<file path="src/rtl/mult_div_seq.sv">
// Sequential signed multiply (radix-2 Booth) / divide (restoring + sign fixup) engine for Hi/Lo.
// Optional feature: define MULTDIV_DIVZERO_EN for early divide-by-zero termination with div_zero.
module mult_div_seq #(
  parameter int unsigned WIDTH = 32
) (
  input  logic             clk,
  input  logic             reset,
  input  logic             start,
  input  logic             op,
  input  logic [WIDTH-1:0] a_in,
  input  logic [WIDTH-1:0] b_in,
  output logic [WIDTH-1:0] hi_out,
  output logic [WIDTH-1:0] lo_out,
  output logic             busy,
  output logic             done,
  output logic             div_zero
);

  localparam int unsigned CntW = $clog2(WIDTH + 1);

  typedef enum logic [2:0] {StIdle, StMult, StDiv, StFixup, StDone} stateE;

  stateE            state;
  logic [CntW-1:0]  cnt;
  logic [WIDTH:0]   accP;    // Booth P / division remainder
  logic [WIDTH-1:0] regQ;    // Booth multiplier / division quotient
  logic             qMinus;
  logic [WIDTH:0]   regM;    // sign-extended multiplicand or zero-extended |divisor|
  logic             aNeg;
  logic             bNeg;

  logic [WIDTH-1:0] absA;
  logic [WIDTH-1:0] absB;
  logic [WIDTH:0]   boothSum;
  logic [WIDTH:0]   divShift;
  logic             divGe;
  logic [WIDTH:0]   divRem;
  logic [WIDTH-1:0] fixQ;
  logic [WIDTH-1:0] fixR;

  always_comb begin
    absA = a_in[WIDTH-1] ? -a_in : a_in;
    absB = b_in[WIDTH-1] ? -b_in : b_in;

    boothSum = accP;
    case ({regQ[0], qMinus})
      2'b10:   boothSum = accP - regM;
      2'b01:   boothSum = accP + regM;
      default: boothSum = accP;
    endcase

    divShift = {accP[WIDTH-1:0], regQ[WIDTH-1]};
    divGe    = (divShift >= regM);
    divRem   = divGe ? (divShift - regM) : divShift;

    // Truncating semantics: quotient sign from sign(a)^sign(b), remainder follows the dividend.
    fixQ = (aNeg ^ bNeg) ? -regQ : regQ;
    fixR = aNeg ? -accP[WIDTH-1:0] : accP[WIDTH-1:0];
  end

`ifdef MULTDIV_DIVZERO_EN
  logic dzFlag;
`endif

  always_ff @(posedge clk or posedge reset) begin
    if (reset) begin
      state  <= StIdle;
      cnt    <= '0;
      accP   <= '0;
      regQ   <= '0;
      qMinus <= 1'b0;
      regM   <= '0;
      aNeg   <= 1'b0;
      bNeg   <= 1'b0;
      hi_out <= '0;
      lo_out <= '0;
      busy   <= 1'b0;
      done   <= 1'b0;
`ifdef MULTDIV_DIVZERO_EN
      dzFlag   <= 1'b0;
      div_zero <= 1'b0;
`endif
    end else begin
      done <= 1'b0;
`ifdef MULTDIV_DIVZERO_EN
      div_zero <= 1'b0;
`endif
      case (state)
        StIdle: begin
          if (start) begin
            busy   <= 1'b1;
            cnt    <= CntW'(WIDTH);
            aNeg   <= a_in[WIDTH-1];
            bNeg   <= b_in[WIDTH-1];
            accP   <= '0;
            qMinus <= 1'b0;
            if (!op) begin
              regQ  <= b_in;
              regM  <= {a_in[WIDTH-1], a_in};
              state <= StMult;
            end else begin
              regQ <= absA;
              regM <= {1'b0, absB};
`ifdef MULTDIV_DIVZERO_EN
              if (b_in == '0) begin
                dzFlag <= 1'b1;
                state  <= StDone;
              end else begin
                state <= StDiv;
              end
`else
              state <= StDiv;
`endif
            end
          end
        end

        StMult: begin
          // Arithmetic right shift of {P, Q, q-1} after the add/subtract.
          accP   <= {boothSum[WIDTH], boothSum[WIDTH:1]};
          regQ   <= {boothSum[0], regQ[WIDTH-1:1]};
          qMinus <= regQ[0];
          cnt    <= cnt - 1'b1;
          if (cnt == CntW'(1)) state <= StDone;
        end

        StDiv: begin
          accP <= divRem;
          regQ <= {regQ[WIDTH-2:0], divGe};
          cnt  <= cnt - 1'b1;
          if (cnt == CntW'(1)) state <= StFixup;
        end

        StFixup: begin
          regQ  <= fixQ;
          accP  <= {1'b0, fixR};
          state <= StDone;
        end

        StDone: begin
          busy  <= 1'b0;
          done  <= 1'b1;
          state <= StIdle;
`ifdef MULTDIV_DIVZERO_EN
          div_zero <= dzFlag;
          dzFlag   <= 1'b0;
          if (!dzFlag) begin
            hi_out <= accP[WIDTH-1:0];
            lo_out <= regQ;
          end
`else
          hi_out <= accP[WIDTH-1:0];
          lo_out <= regQ;
`endif
        end

        default: state <= StIdle;
      endcase
    end
  end

`ifndef MULTDIV_DIVZERO_EN
  assign div_zero = 1'b0;
`endif

endmodule

</file>
<file path="config.mk">
export PLATFORM = sky130hd
export DESIGN_NAME = mult_div_seq
export DESIGN_NICKNAME = d
export VERILOG_FILES = /design/src/rtl/mult_div_seq.sv
export SDC_FILE = /design/constraint.sdc
export NUM_CORES = 1
export LEC_CHECK = 0
export BUFFER_PORTS_ARGS = -buffer_cell sky130_fd_sc_hd__buf_2
export CAP_MARGIN = 10
export CORE_UTILIZATION = 30
export CTS_CLUSTER_SIZE = 10
export DETAILED_ROUTE_END_ITERATION = 7
export HOLD_SLACK_MARGIN = 0.1
export PLACE_DENSITY = 0.47
export SYNTH_ARGS = -nofsm -noshare
export SYNTH_HDL_FRONTEND = slang
export SYNTH_SLANG_ARGS = --single-unit
</file>
<file path="constraint.sdc">
create_clock -name clk -period 8 [get_ports clk]
set_input_delay 1.6 -clock clk [delete_from_list [all_inputs] [get_ports clk]]
set_output_delay 1.6 -clock clk [all_outputs]
set_load 0.05 [all_outputs]
</file>
== After elaboration in Yosys (flattened, before gate mapping) ==
Cells that the tools add are included.

* Word-level logic and storage cells: 73
* Register bits: 176
* Output and inout port bits: 67
* Bits of input ports: 68

* Reductions and logical operators: 14
* Equal/unequal tests: 12
* Bitwise gates (word level): 1
* Multiplexer cells: 24
* Order comparisons: 1
* $add $sub $neg: 8

{| class="wikitable"
|+ Operators by type and width
! operator !! count
|-
| 2-to-1 mux 32 bit || 6
|-
| case mux 33 bit (4 select lines) || 1
|-
| negator 32 bit || 4
|-
| case mux 32 bit (4 select lines) || 1
|-
| 2-to-1 mux 33 bit || 3
|-
| case mux 33 bit (2 select lines) || 1
|-
| subtractor 33 bit || 2
|-
| adder 33 bit || 1
|-
| >= comparator 33 bit || 1
|-
| case mux 3 bit (4 select lines) || 1
|-
| case mux 6 bit (2 select lines) || 1
|-
| != test 2 bit (second input constant) || 5
|-
| AND reduction 2 bit || 5
|-
| 2-to-1 mux 3 bit || 3
|-
| AND reduction 3 bit || 3
|-
| == test 3 x 2 -> 1 bit (second input constant) || 2
|-
| == test 6 x 1 -> 1 bit (second input constant) || 1
|-
| 2-to-1 mux 6 bit || 1
|-
| nonzero test 2 bit || 3
|-
| subtractor 6 x 1 -> 6 bit (second input constant) || 1
|-
| case mux 1 bit (2 select lines) || 2
|-
| nonzero test 4 bit || 1
|-
| == test 3 x 1 -> 1 bit (second input constant) || 1
|-
| == test 3 bit (second input constant) || 1
|-
| 7 further kinds || 9
|}

== Logic depth before layout (Yosys ltp) ==
Gate-level depths: netlist of the first run.

* Depth after elaboration: 5
* Depth in mapped cells: 19
* Depth with buffers taken out: 18

== Worst setup path before layout of the first run ==
No wires, ideal clock.

* Path kind: input -> register
* Start point: input port a_in[6]
* End point: register regQ[29]
* Data arrival time: 4373 ps
* Required time: 7879 ps
* Stages: 10
* Library setup time: 121 ps
* Path slack: 3506 ps
* Buffers on the path: 0
* Cells stage by stage: or4_4 > or3_4 > or3_4 > or3b_4 > or3_1 > or3_1 > nand2_1 > xor2_1 > a211oi_1 > o22a_1

* Longest elaborated chain between the ends: 5

{| class="wikitable"
|+ RTL lines
! element !! RTL line !! text
|-
| start, declared || 10 || <nowiki>input logic [WIDTH-1:0] a_in,</nowiki>
|-
| negator 32 bit || 42 || <nowiki>absA = a_in[WIDTH-1] ? -a_in : a_in;</nowiki>
|-
| 2-to-1 mux 32 bit || 42 ||
|-
| 2-to-1 mux 32 bit || 97 || <nowiki>if (!op) begin</nowiki>
|-
| 2-to-1 mux 32 bit || 90 || <nowiki>if (start) begin</nowiki>
|-
| case mux 32 bit (4 select lines) || 88 || <nowiki>case (state)</nowiki>
|-
| end signal, assigned || 98 || <nowiki>regQ <= b_in;</nowiki>
|-
| end signal, assigned || 102 || <nowiki>regQ <= absA;</nowiki>
|-
| end signal, assigned || 121 || <nowiki>regQ <= {boothSum[0], regQ[WIDTH-1:1]};</nowiki>
|-
| end, declared || 26 || <nowiki>logic [WIDTH-1:0] regQ;</nowiki>
|}

Every way passes these cells. The select of a mux whose other input is x is not followed.
A chain may end at the register's enable or synchronous reset.

== Final worst setup path of the first run ==
* Start point: register regM[4]
* End point: register accP[29]

* Longest elaborated chain between the ends: 3
* Elaborated cells between the ends (all ways): 7
* Classes of those cells: add/sub: 3; order compare: 1; mux: 3

{| class="wikitable"
|+ RTL lines
! element !! RTL line !! text
|-
| start, declared || 28 || <nowiki>logic [WIDTH:0] regM;</nowiki>
|-
| start signal, assigned || 99 || <nowiki>regM <= {a_in[WIDTH-1], a_in};</nowiki>
|-
| start signal, assigned || 103 || <nowiki>regM <= {1'b0, absB};</nowiki>
|-
| adder 33 bit (tied with other cells) || 48 || <nowiki>2'b01: boothSum = accP + regM;</nowiki>
|-
| case mux 33 bit (2 select lines) or 2-to-1 mux 33 bit (tied branches) || 46, 54 ||
|-
| case mux 33 bit (4 select lines) * || 88 ||
|-
| end signal, assigned || 120 || <nowiki>accP <= {boothSum[WIDTH], boothSum[WIDTH:1]};</nowiki>
|-
| end signal, assigned || 128 || <nowiki>accP <= divRem;</nowiki>
|-
| end signal, assigned || 136 || <nowiki>accP <= {1'b0, fixR};</nowiki>
|-
| end, declared || 25 || <nowiki>logic [WIDTH:0] accP;</nowiki>
|}

Mark *: on every way between the ends. The rest lies on a longest branch, timed or not.

==> run_results.csv, run 1 <==
group,metric,value,unit
run_status,outcome,"finished, final reports clean",
drt,via_per_inst,5.56,
logic_synthesis,synth-edff-count,0,
drt,drc,0,
floorplanning,num_rows,81,
drt,postRouteAntennaNets,0,
clock_network,root_buffer,"clkbuf_16",
drt,wl_met3,3290,um
worst_setup_path,critPathMaxStageDelay,0.42,ns
drt,drtIter0Drc,1076,
flow_run,cap_violations,0,
clock_network,cts_resized,0,
floorplanning,die_y,226,um
sta,fmax,212,MHz
cells_and_area,syn_to_final_growth,12.1,%
sta,period_share,59.0,%
logic_synthesis,yosys_warnings,0,
pwr,p_leak,7.28,nW
logic_synthesis,synth_cells,1864,
floorplanning,die_w,226,um
logic_synthesis,yosysTopAreaCell,"dfrtp_1",
drt,vias,14400,
logic_synthesis,syn_area,15100,um^2
clock_network,clock_latency,0.51,ns
global_route,grt-ovfl-total,0,
worst_setup_path,crit_chain,"or3_1, or3_1, nor3_1, and3_1, nor2_1, xnor2_1, ha_1, a21oi_1, o21bai_1, a21oi_1, o21ai_0, a22o_1, o211a_1, o31ai_1, xor2_1, o221ai_1, o21a_1",
worst_setup_path,cp_top_family,"compound AO/OA/AOI/OAI gates",
worst_setup_path,cp.arrival,5.11,ns
worst_setup_path,cp_slowest_cell,"or3_1",
logic_synthesis,avgSynthCellArea,8.08,um^2
worst_setup_path,critical_path_peak_fanout,7,
clock_network,numCtsBuffers,17,
drt,wirelength,53500,um
clock_network,cts_tree,"done",
global_route,grt_pass1_vias,13900,
logic_synthesis,ys_seq_area_share,29.2,%
floorplanning,pin_count,135,
worst_setup_path,critPathKind,"reg -> reg",
sta,clock_skew,0.0164,ns
drt,routedWlPerCell,20.6,um
logic_synthesis,ys_ff_latch,176,
sta,period_needed,4.72,ns
clock_network,ctsHoldBuffers,0,
logic_synthesis,async_flop_share,100,%
logic_synthesis,synthTopCellsByArea,"dfrtp_1 29%, ha_1 6.1%, o21ai_0 6.0%",
global_route,grt_max_degree,109,
clock_network,clk_path_buf_depth,2,
logic_synthesis,synth_nets,2007,
clock_network,clock-sinks,176,
sta,hold_ws,0.501,ns
pwr,total_power,9.00,mW
cells_and_area,fin_nets,2058,
global_route,grt_pass1_wl,83400,um
pwr,ir_worst_vdd,0.000242,V
drt,wl_met1,24800,um
worst_setup_path,crit_path_start_kind,"flop",
drt,met2WireLength,24100,um
worst_setup_path,cp_data_required_time,8.39,ns
placed_design,dp_hpwl,39100,um
floorplanning,design.core.area,49300,um^2
sta,setup_violations,0,
clock_network,post_cts_buffers,0,
placed_design,io_buffer_count,133,
sta,final.setup.tns,0,ns
sta,hold_violations,0,
cells_and_area,drive_gt1_share,14.6,%
worst_setup_path,endpoint_kind,"flop",
logic_synthesis,synth_top_area_share,29.2,%
logic_synthesis,ys_types,69,
clock_network,clk_pin_slew,0.07,ns
floorplanning,start_util,30.6,%
pwr,p_per_area,533,nW/um^2
floorplanning,die_area,51100,um^2
logic_synthesis,post_synth_most_frequent_cells,"180 x o21ai_0, 176 x dfrtp_1, 156 x nor2_1",
global_route,grt_util_all_layers,21.4,%
sta,final_max_slew_viol_count,0,
drt,first_pass_iters,7,
sta,relSlewSlack,24.1,%
sta,worst_pin_slew,1.14,ns
logic_synthesis,synth_flop_cell,"dfrtp_1",
min_path,hold_class,"reg -> reg",
global_route,antenna_found_initial,6,
sta,rsz0062_at_grt,"no",
drt,top_layer_used,"met5",
logic_synthesis,synth.most_common_cell,"o21ai_0",
placed_design,finalWeightedCongestion,0.913,
worst_setup_path,path_buf_inv,0,
clock_network,htreeDepth,4,
## stage by stage
step	cell area [um^2]	utilization, %	cells	setup WS (ns)
after global routing	16900	34.3	2594	2.85
after floorplan	15100	-	1864	1.63
after CTS	16900	34.3	2592	3.29
after global placement	16300	33.1	2560	3.10
final	16900	34.3	2594	3.28
after detailed placement	16300	33.1	2560	3.14
## worst reg2reg max path, delay by kind of cell (launching register included)
family | cells | cell delay, ns
AND/OR/NAND/NOR | 5 | 1.59
flip-flops | 1 | 0.37
AO/OA/AOI/OAI | 9 | 1.83
XOR/XNOR | 2 | 0.44
adder cells (fa/ha/maj) | 1 | 0.38
## final cells by class
cell class              instances  area (um^2)
repair buffers                155          833
inverters                      71          274
clock buffers                  17          425
multi-input cells            1494         9940
diodes                          2         5.00
flip-flops and latches        176         4400
clock inverters                15          175
fillers                      5235        32400
well taps                     664          831
## kinds of logic after synthesis
logic type	after synthesis	share of synthesized area (%)
AND/OR/NAND/NOR	547	17.3
multiplexers	89	6.50
AO/OA/AOI/OAI	627	26.7
buffers and inverters	194	4.91
other	1	0.0249
XOR/XNOR	155	9.01
flip-flops	176	29.2
adder cells (fa/ha/maj)	75	6.33
## cells in the final DEF (no fill, tap or decap), types with 16 or more instances in the layout
cell type    n
a211oi_1    16
a21o_1      34
a21oi_1    145
a221oi_1    16
a31oi_1     23
buf_2      132
buf_4       23
clkbuf_16   17
dfrtp_1    176
ha_1        73
inv_1       70
mux2_2      70
mux2i_1     19
nand2_1    154
nand2b_1    16
nand3_1     16
nor2_1     153
nor3_1      70
nor4_1      21
o211ai_1    41
o21ai_0    179
o221ai_1    20
o31ai_1     31
or3_1       25
xnor2_1     70
xor2_1      85
## sequential cells by signal (all words and copies together) (netlist names)
register	flops
accP	33
regM	33
hi_out	32
lo_out	32
regQ	32
cnt	6
state	3
aNeg	1
bNeg	1
busy	1
done	1
qMinus	1
## power breakdown
part	internal, mW	leakage (nW)	switching, mW	total, mW
sequential	1.30	2.23	0.512	1.81
clock	0.443	0.291	0.444	0.887
combinational	2.35	4.76	3.95	6.30
total	4.10	7.28	4.91	9.00
## layer usage
metal / vias up / GRT usage (%)
met5: - / 0
met4: 6 / 7.48
met1: 6851 / 29.1
met2: 500 / 33.4
met3: 74 / 4.27
li1: 6979 / -
## path summary, 6_finish.rpt
path	start	slack (ns)	cells after the start	end
worst max-delay path	regM[4]	3.28	17	accP[29]
worst min register to register	hi_out[15]	0.50	1	hi_out[15]
min in group asynchronous	reset	1.24	2	lo_out[4]
worst min-delay path	hi_out[15]	0.50	1	hi_out[15]
max in group asynchronous	reset	5.29	3	hi_out[22]
worst max register to register	regM[4]	3.28	17	accP[29]
No activity file was read; power rests on OpenSTA's default activity.
==> run 2, diff against run 1 <==
==> constraint.sdc (replaced) <==
create_clock -name clk -period 4.7 [get_ports clk]
set_input_delay 0.94 -clock clk [delete_from_list [all_inputs] [get_ports clk]]
set_output_delay 0.94 -clock clk [all_outputs]
set_load 0.05 [all_outputs]
==> run 2 against run 1 <==
Compared with the run above: routed wire length is 4.6% higher; utilization up 0.34 points; sequential power up 72%; first-iteration DRC count rose by 1.0%; combinational power rose by 76%.
==> run_results.csv, run 2 (synthesis gave the netlist of run 1 again) <==
group,metric,value,unit
run_status,outcome,"finished, final reports clean",
drt,drc,0,
cells_and_area,multi_input_area,9950,um^2
placed_design,numPlacedInstances,2583,
floorplanning,num_rows,81,
pwr,p_seq_share,19.9,%
placed_design,io_buffer_count,133,
global_route,antenna_found_initial,9,
drt,drtIter0Drc,1087,
sta,relSlewSlack,31.9,%
cells_and_area,drive_gt1_share,15.5,%
clock_network,root_buffer,"clkbuf_16",
cells_and_area,fin_area,17100,um^2
pwr,total_power,15.6,mW
placed_design,placed_area,16500,um^2
sta,period_needed,4.41,ns
cells_and_area,layout_commonest_cell,"o21ai_0",
sta,fmax,227,MHz
worst_setup_path,crit_path_start_kind,"flop",
floorplanning,die_w,226,um
pwr,p_per_area,917,nW/um^2
drt,routedWlPerCell,21.4,um
floorplanning,pin_count,135,
clock_network,numCtsBuffers,17,
clock_network,cts_resized,0,
sta,period_share,93.7,%
sta,final.setup.tns,0,ns
global_route,grt-ovfl-total,0,
cells_and_area,regArea,4400,um^2
worst_setup_path,cp.arrival,4.77,ns
drt,wirelength,56000,um
global_route,grt_max_degree,101,
cells_and_area,fin_nets,2081,
global_route,grt_pass1_wl,86100,um
clock_network,clock_latency,0.51,ns
floorplanning,design.core.area,49300,um^2
drt,first_pass_iters,6,
sta,worst_pin_slew,1.01,ns
worst_setup_path,critical_path_peak_fanout,5,
clock_network,clk_path_buf_depth,2,
worst_setup_path,endpoint_kind,"flop",
worst_setup_path,critPathKind,"reg -> reg",
cells_and_area,reg_top3,"accP x33, regM x33",
global_route,grt_util_all_layers,22.2,%
pwr,p_leak,7.36,nW
pwr,ir_worst_vdd,0.000404,V
min_path,hold_class,"in -> async",
pwr,power.internal,7.14,mW
worst_setup_path,cp_data_required_time,5.07,ns
sta,hold_violations,0,
clock_network,ctsHoldBuffers,0,
floorplanning,start_util,30.6,%
sta,setup_violations,0,
drt,postRouteAntennaNets,0,
pwr,pwr-share-clk,9.4,%
clock_network,htreeDepth,4,
cells_and_area,fillers,5242,
sta,rsz0062_at_grt,"no",
clock_network,post_cts_buffers,0,
sta,final_max_slew_viol_count,0,
cells_and_area,mostFrequentLayoutCells,"179 x o21ai_0, 176 x dfrtp_1, 154 x nand2_1, 153 x nor2_1, 145 x a21oi_1",
placed_design,dp_hpwl,41900,um
pwr,comb_power_share,70.8,%
sta,clock_skew,0.0199,ns
drt,vias,14700,
clock_network,cts_tree,"done",
pwr,switching_share,54.3,%
worst_setup_path,rrSetupSlack,0.29,ns
floorplanning,die_area,51100,um^2
drt,via_per_inst,5.60,
pwr,p_switching,8.50,mW
cells_and_area,post-route-util,34.6,%
global_route,grt_pass1_vias,14000,
flow_run,cap_violations,0,
clock_network,clk_pin_slew,0.07,ns
cells_and_area,syn_to_final_growth,13.3,%
floorplanning,die_y,226,um
placed_design,finalWeightedCongestion,0.932,
cells_and_area,fin_cells,2617,
clock_network,clock-sinks,176,
run 2: layer usage:
metal | track usage [%] | up-vias | part of all wire, %
li1 | - | 7034 | -
met1 | 30.6 | 7141 | 47
met2 | 35.7 | 420 | 46
met3 | 4.10 | 53 | 5.2
met4 | 5.47 | 10 | 1.5
met5 | 0 | - | 0.095
run 2: worst paths after layout:
path / start / endpoint / depth (start not counted)
max in group asynchronous: reset / hi_out[5] / 3
min: reset / done / 2
min in group clk: regM[19] / regM[19] / 2
min reg2reg: regM[19] / regM[19] / 2
max: regM[4] / accP[32] / 17
max reg2reg: regM[4] / accP[32] / 17
run 2: power groups by stage:
stage | logic, mW | clock network [mW] | registers (mW)
global route | 12.1 | 1.56 | 3.23
global placement | 10.9 | 0 | 3.13
CTS | 11.0 | 1.52 | 3.10
finish | 11.1 | 1.46 | 3.11
detailed placement | 10.9 | 0 | 3.13
floorplan | 7.36 | 0 | 3.55
run 2: per-stage QoR:
| step | hold WS (ns) | setup WS, ns |
|---|---|---|
| global placement | 0.470 | 0.436 |
| global route | 0.470 | 0.0323 |
| CTS | 0.442 | 0.403 |
| floorplan | 0.450 | 0.687 |
| detailed placement | 0.475 | 0.422 |
| finish | 0.461 | 0.294 |
run 2: worst max-delay path, cell delays in order, from the launching register on:
cell     delay, ns
dfrtp_1       0.38
or3_1         0.41
or3_1         0.40
nor3_1        0.16
buf_4         0.16
and3_1        0.28
a41oi_1       0.17
xnor2_1       0.18
ha_1          0.24
a21o_1        0.18
a21o_1        0.17
a21o_1        0.19
or3_1         0.33
o211a_1       0.24
o22ai_1       0.43
o21ai_0       0.18
nand2_1       0.09
nand4_1       0.08
run 2: cell type report:
| cell class | instances | share of cell area [%] |
|---|---|---|
| multi-input cells | 1494 | 58.3 |
| flip-flops and latches | 176 | 25.8 |
| repair buffers | 178 | 6.04 |
| well taps | 664 | 4.87 |
| clock buffers | 18 | 2.52 |
| inverters | 71 | 1.58 |
| clock inverters | 12 | 0.807 |
| diodes | 4 | 0.0587 |
